<file path="src/rtl/pwm_duty_scheduler_pkg.sv">
// ============================================================================
// pwm_duty_scheduler_pkg : scheduler state encoding and default geometry
// Revision 1.0
// ============================================================================
`default_nettype none

package pwm_duty_scheduler_pkg;

  localparam int unsigned DEFAULT_DUTY_W    = 4;
  localparam int unsigned DEFAULT_PERIOD    = 16;
  localparam int unsigned DEFAULT_RAMP_STEP = 1;

  typedef enum logic [1:0] {
    ST_IDLE = 2'd0,
    ST_RAMP = 2'd1,
    ST_STOP = 2'd2
  } sched_state_e;

endpackage

`default_nettype wire

</file>
<file path="src/rtl/pwm_duty_scheduler_frame_timer.sv">
// ============================================================================
// pwm_duty_scheduler_frame_timer : free-running PWM frame counter
// Revision 1.0
// ============================================================================
`default_nettype none

module pwm_duty_scheduler_frame_timer
  import pwm_duty_scheduler_pkg::*;
#(
  parameter int unsigned PERIOD = DEFAULT_PERIOD
) (
  input  logic clk,
  input  logic rst_n,
  output logic bnd,
  output logic frame_start
);

  localparam int unsigned     CNT_W = (PERIOD > 1) ? $clog2(PERIOD) : 1;
  localparam logic [CNT_W-1:0] LAST = CNT_W'(PERIOD - 1);

  logic [CNT_W-1:0] cnt_q, cnt_d;
  logic             frame_start_q, frame_start_d;

  // frame_start is registered from bnd so it is high exactly while cnt == 0
  always_comb begin
    bnd           = (cnt_q == LAST);
    cnt_d         = bnd ? '0 : cnt_q + CNT_W'(1);
    frame_start_d = bnd;
  end

  always_ff @(posedge clk or negedge rst_n) begin
    if (!rst_n) begin
      cnt_q         <= '0;
      frame_start_q <= 1'b0;
    end else begin
      cnt_q         <= cnt_d;
      frame_start_q <= frame_start_d;
    end
  end

  assign frame_start = frame_start_q;

endmodule

`default_nettype wire

</file>
<file path="src/rtl/pwm_duty_scheduler.sv">
// ============================================================================
// pwm_duty_scheduler : two-client duty arbiter with frame-aligned slew limit
// Revision 1.0
// ============================================================================
`default_nettype none

module pwm_duty_scheduler
  import pwm_duty_scheduler_pkg::*;
#(
  parameter int unsigned DUTY_W    = DEFAULT_DUTY_W,
  parameter int unsigned PERIOD    = DEFAULT_PERIOD,
  parameter int unsigned RAMP_STEP = DEFAULT_RAMP_STEP
) (
  input  logic              clk_3125KHz,
  input  logic              rst_n,
  input  logic              enable,
  input  logic              estop,
  input  logic              a_valid,
  input  logic [DUTY_W-1:0] a_duty,
  output logic              a_ready,
  input  logic              b_valid,
  input  logic [DUTY_W-1:0] b_duty,
  output logic              b_ready,
  output logic [DUTY_W-1:0] duty_cycle,
  output logic              frame_start,
  output logic              busy,
  output logic              stopped
);

  localparam logic [DUTY_W:0] STEP = (DUTY_W + 1)'(RAMP_STEP);

  logic              bnd;
  sched_state_e      state_q, state_d;
  logic [DUTY_W-1:0] duty_q, duty_d;
  logic [DUTY_W-1:0] target_q, target_d;
  logic [DUTY_W:0]   duty_ext, tgt_ext, diff, stepped;
  logic              a_acc, b_acc;

  pwm_duty_scheduler_frame_timer #(
    .PERIOD (PERIOD)
  ) u_frame_timer (
    .clk         (clk_3125KHz),
    .rst_n       (rst_n),
    .bnd         (bnd),
    .frame_start (frame_start)
  );

  always_comb begin
    b_ready = ~estop & (state_q != ST_STOP) & enable;
    a_ready = b_ready & ~b_valid;
    b_acc   = b_valid & b_ready;
    a_acc   = a_valid & a_ready;

    // One extra bit keeps the difference and the step free of wrap-around
    duty_ext = {1'b0, duty_q};
    tgt_ext  = {1'b0, target_q};
    if (tgt_ext > duty_ext) begin
      diff    = tgt_ext - duty_ext;
      stepped = duty_ext + ((diff > STEP) ? STEP : diff);
    end else begin
      diff    = duty_ext - tgt_ext;
      stepped = duty_ext - ((diff > STEP) ? STEP : diff);
    end

    target_d = target_q;
    if (!enable)    target_d = '0;
    else if (b_acc) target_d = b_duty;
    else if (a_acc) target_d = a_duty;

    duty_d  = duty_q;
    state_d = state_q;
    if (estop) begin
      state_d  = ST_STOP;
      duty_d   = '0;
      target_d = '0;
    end else begin
      case (state_q)
        ST_IDLE: if (target_q != duty_q) state_d = ST_RAMP;
        // The step uses the target held before this edge's accept
        ST_RAMP: if (bnd) begin
          duty_d = stepped[DUTY_W-1:0];
          if (stepped == tgt_ext) state_d = ST_IDLE;
        end
        ST_STOP: if (bnd) state_d = ST_IDLE;
        default: state_d = ST_IDLE;
      endcase
    end
  end

  always_ff @(posedge clk_3125KHz or negedge rst_n) begin
    if (!rst_n) begin
      state_q  <= ST_IDLE;
      duty_q   <= '0;
      target_q <= '0;
    end else begin
      state_q  <= state_d;
      duty_q   <= duty_d;
      target_q <= target_d;
    end
  end

  assign duty_cycle = duty_q;
  assign stopped    = (state_q == ST_STOP);
  assign busy       = (duty_q != target_q) | (state_q == ST_STOP);

endmodule

`default_nettype wire
</file>
<file path="config.mk">
export PLATFORM = sky130hd
export DESIGN_NAME = pwm_duty_scheduler
export DESIGN_NICKNAME = d
export VERILOG_FILES = /design/src/rtl/pwm_duty_scheduler_pkg.sv /design/src/rtl/pwm_duty_scheduler_frame_timer.sv /design/src/rtl/pwm_duty_scheduler.sv
export SDC_FILE = /design/constraint.sdc
export NUM_CORES = 1
export LEC_CHECK = 0
export BUFFER_PORTS_ARGS = -buffer_cell sky130_fd_sc_hd__buf_2
export CAP_MARGIN = 40
export CORE_ASPECT_RATIO = 1.2
export CORE_MARGIN = 2
export CORE_UTILIZATION = 59
export CTS_BUF_LIST = sky130_fd_sc_hd__clkbuf_16
export DETAILED_ROUTE_END_ITERATION = 8
export PLACE_DENSITY = 0.84
export SKIP_CTS_REPAIR_TIMING = 1
export SLEW_MARGIN = 25
export SYNTH_ARGS = -nofsm -noshare
export SYNTH_HDL_FRONTEND = slang
export SYNTH_SLANG_ARGS = --single-unit
export TNS_END_PERCENT = 20
</file>
<file path="constraint.sdc">
create_clock -name clk_3125KHz -period 8.35 [get_ports clk_3125KHz]
set_clock_uncertainty 0.1 [all_clocks]
set_input_delay 0.835 -clock clk_3125KHz [delete_from_list [all_inputs] [get_ports clk_3125KHz]]
set_output_delay 0.835 -clock clk_3125KHz [all_outputs]
set_load 0.02 [all_outputs]
</file>
==> key figures <==
Outcome
  – Status: completed

Synthesis
  – Post-Syn Instances: 135
  – Xor/xnor share of the synthesized area: 0.05606
  – Mapped Nets: 167
  – Mux contribution to synthesized area: 0.02402
  – Synth Register Bits: 15
  – Sequential area share after synthesis: 0.3003
  – Yosys top cell area share: 0.3003
  – Largest family of logic cells by synthesized area: compound AO/OA/AOI/OAI gates
  – Post-synth top flop: dfrtp_1
  – Synth Warn #: 0
  – Post-synthesis adder-cell area fraction: 0.1982
  – Synth top area cells: dfrtp_1 (30%), ha_1 (15%), fa_1 (4.8%), inv_1 (4.5%), nor2_1 (3.6%)
  – Post-synth EDFFs: 0
  – Mapped cell area: 1250 sq um
  – Largest area contributor in the netlist: dfrtp_1
  – Synth Area in Compound Gates: 0.2072
  – FFs w/ async S/R, synth: 1.000
  – Synth Area in Simple Gates: 0.1481
  – Cell variety after synth: 38
  – Syn avg cell area: 9.259 sq um

Routing
  – Drt drc: 0
  – Routed vias/inst: 5.672
  – Total wire length: 2577 um
  – Initial DRT Pass Iterations: 4
  – Post-route ant nets: 0
  – Routed wire length per instance: 14.56 um
  – Initial DRC Count: 8
  – Vias: 1004

Setup path
  – Worst setup EP type: flip-flop
  – Crit-path max FO: 7
  – Startpoint types: flip-flop
  – Reg2reg setup slack: 4720 ps
  – WP data arrival: 3640 ps
  – Worst setup path class: reg -> reg
  – WP data required: 8360 ps

STA
  – Setup TNS: 0 ps
  – Period utilisation layout: 0.4349
  – Final setup margin: 4719 ps
  – Fin. max-slew vios: 0
  – Fin. Hold Viols: 0
  – Fin crit period: 3631 ps
  – FMAX: 0.2754 GHz
  – Final setup vio count: 0
  – RSZ-0062 raised after global routing: false

Global route
  – Total gr overflow: 0
  – Initial antenna violation count: 0
  – Largest net degree at the start of global routing: 16
  – Vias in the first global route: 1011
  – Global-route wire length before repair: 4250 um
  – Gr usage total: 0.2399

Cells and area
  – ANT cells: 0
  – Area Growth Syn to Fin: 15.32%
  – Layout Cells excl Fill: 177
  – Design Area, Final: 1441 sq um
  – Nets@finish: 190
  – Layout cell share with drive strength beyond 1: 0.1975

Floorplan
  – Ports: 23
  – Initial Utilization: 0.6167
  – Die H: 54.42 um
  – Area of the core: 2027 sq um
  – Die area: 2504 sq um
  – Die width: 46.02 um
  – Core Rows: 18

Clocking
  – CTS tree: built
  – Sink Count: 15
  – Reg clk slew, reported paths: 50 ps
  – CTS Root Cell: clkbuf_16
  – CTS buffer count: 3
  – Clk_lat worst skew: 240 ps
  – H-tree levels: 1
  – CTS max path bufs: 2

Pwr
  – Total power: 210.4 uW
  – Worst VDD drop: 0.0001496 V
  – Power density cells: 145.9 nW/um^2
  – Lkg Pwr: 0.0007062 uW

Placement
  – Port Buffers: 22
  – Setup WS pre-CTS: 4836 ps
  – Placed cell area: 1363 sq um
  – Placed Cells: 173
  – Placer Congestion: 0.8364
  – Post-DP HPWL: 2075 um

Min path
  – Min-delay worst type: in -> async

Flow run
  – MaxCap Viol Count: 0
==> area by class of cell <==
type / count / area [sq um]
Timing Repair Buffer: 22 / 110.1
Fill cell: 154 / 585.6
Tap cell: 20 / 25.02
Multi-Input combinational cell: 101 / 795.8
Clock buffer: 3 / 75.07
Sequential cell: 15 / 375.4
Clock inverter: 1 / 3.754
Inverter: 15 / 56.30
==> final timing paths <==
kind                                                  start                                   to  cells after the start
min                                                   rst_n  u_frame_timer.frame_start$_DFF_PN0_                      1
max reg2reg                       duty_cycle[1]$_DFFE_PN0P_               state_q[0]$_DFFE_PN0P_                     13
max                               duty_cycle[1]$_DFFE_PN0P_               state_q[0]$_DFFE_PN0P_                     13
min in group clk_3125KHz   u_frame_timer.cnt_q[0]$_DFF_PN0_     u_frame_timer.cnt_q[0]$_DFF_PN0_                      1
min reg2reg                u_frame_timer.cnt_q[0]$_DFF_PN0_     u_frame_timer.cnt_q[0]$_DFF_PN0_                      1
max in group asynchronous                             rst_n            duty_cycle[0]$_DFFE_PN0P_                      1
==> metrics by stage <==
step / hold slack, ps / util
CTS: 399.1 / 0.7111
floorplan: 343.6 / -
global placement: 358.2 / 0.6722
finish: 386.2 / 0.7111
detailed placement: 398.9 / 0.6722
global route: 420.3 / 0.7111
==> layout by cell type (no fill, tap or decap), types with 2 or more instances in the layout <==
cell type and instances:
buf_2 22, inv_1 16, ha_1 15, dfrtp_1 15, nor2_1 12, nand2_1 9
a21oi_1 7, o21ai_1 5, o21ai_0 4, xor2_1 4, xnor2_1 4, a21o_1 3
mux2i_1 3, o21a_1 3, nand2b_1 3, fa_1 3, clkbuf_16 3, and3_1 2
nand3_1 2, a31oi_1 2, and3b_1 2, a211oi_2 2
==> flip-flops by register name (all words and copies together) (netlist names) <==
signal,cells
state_q,2
target_q,4
u_frame_timer.frame_start,1
u_frame_timer.cnt_q,4
duty_cycle,4
==> power breakdown <==
part	switching [uW]	leakage (uW)	total [uW]	internal, uW
Combinational	24.8	0.000463	45.0	20.1
Clock	27.6	0.0000423	90.9	63.3
Sequential	0.956	0.000201	74.5	73.6
==> critical path: stages (launching register included) <==
cell	delay, ps
dfrtp_1	520
inv_1	140
ha_1	340
nor2b_4	140
o31a_4	290
o221a_1	270
a2bb2oi_1	190
ha_1	170
inv_1	70
fa_1	410
xnor2_1	310
o32ai_1	160
a211oi_1	260
a31oi_1	130
==> synthesized netlist by cell type, drive strengths merged, types with 2 or more instances <==
master and number:
a21o 3, nand2b 3, and3 2, inv 15
nand3 2, a21oi 7, dfrtp 15, a211oi 3
nor2b 2, o21a 4, clkbuf 2, fa 3
buf 2, and3b 2, nand2 9, o21ai 9
a31oi 2, xnor2 4, ha 15, nor2 12
o211ai 2, mux2i 3, xor2 4
==> layer usage <==
layer	wire [um]	track usage	up-vias
met3	70	0.02640	4
met5	0	0	-
met2	1462	0.4838	25
met1	1008	0.2406	468
li1	-	-	507
met4	37	0.09048	0
==> cell families (layout without fill, tap and decap cells) <==
kind of cell | count (synthesis) | count (layout)
AND/OR/NAND/NOR | 36 | 36
AO/OA/AOI/OAI | 35 | 35
buffers and inverters | 19 | 41
adder cells (fa/ha/maj) | 18 | 18
flip-flops | 15 | 15
XOR/XNOR | 8 | 8
multiplexers | 3 | 3
other | 1 | 1
Power figures use the tool's default switching activity.
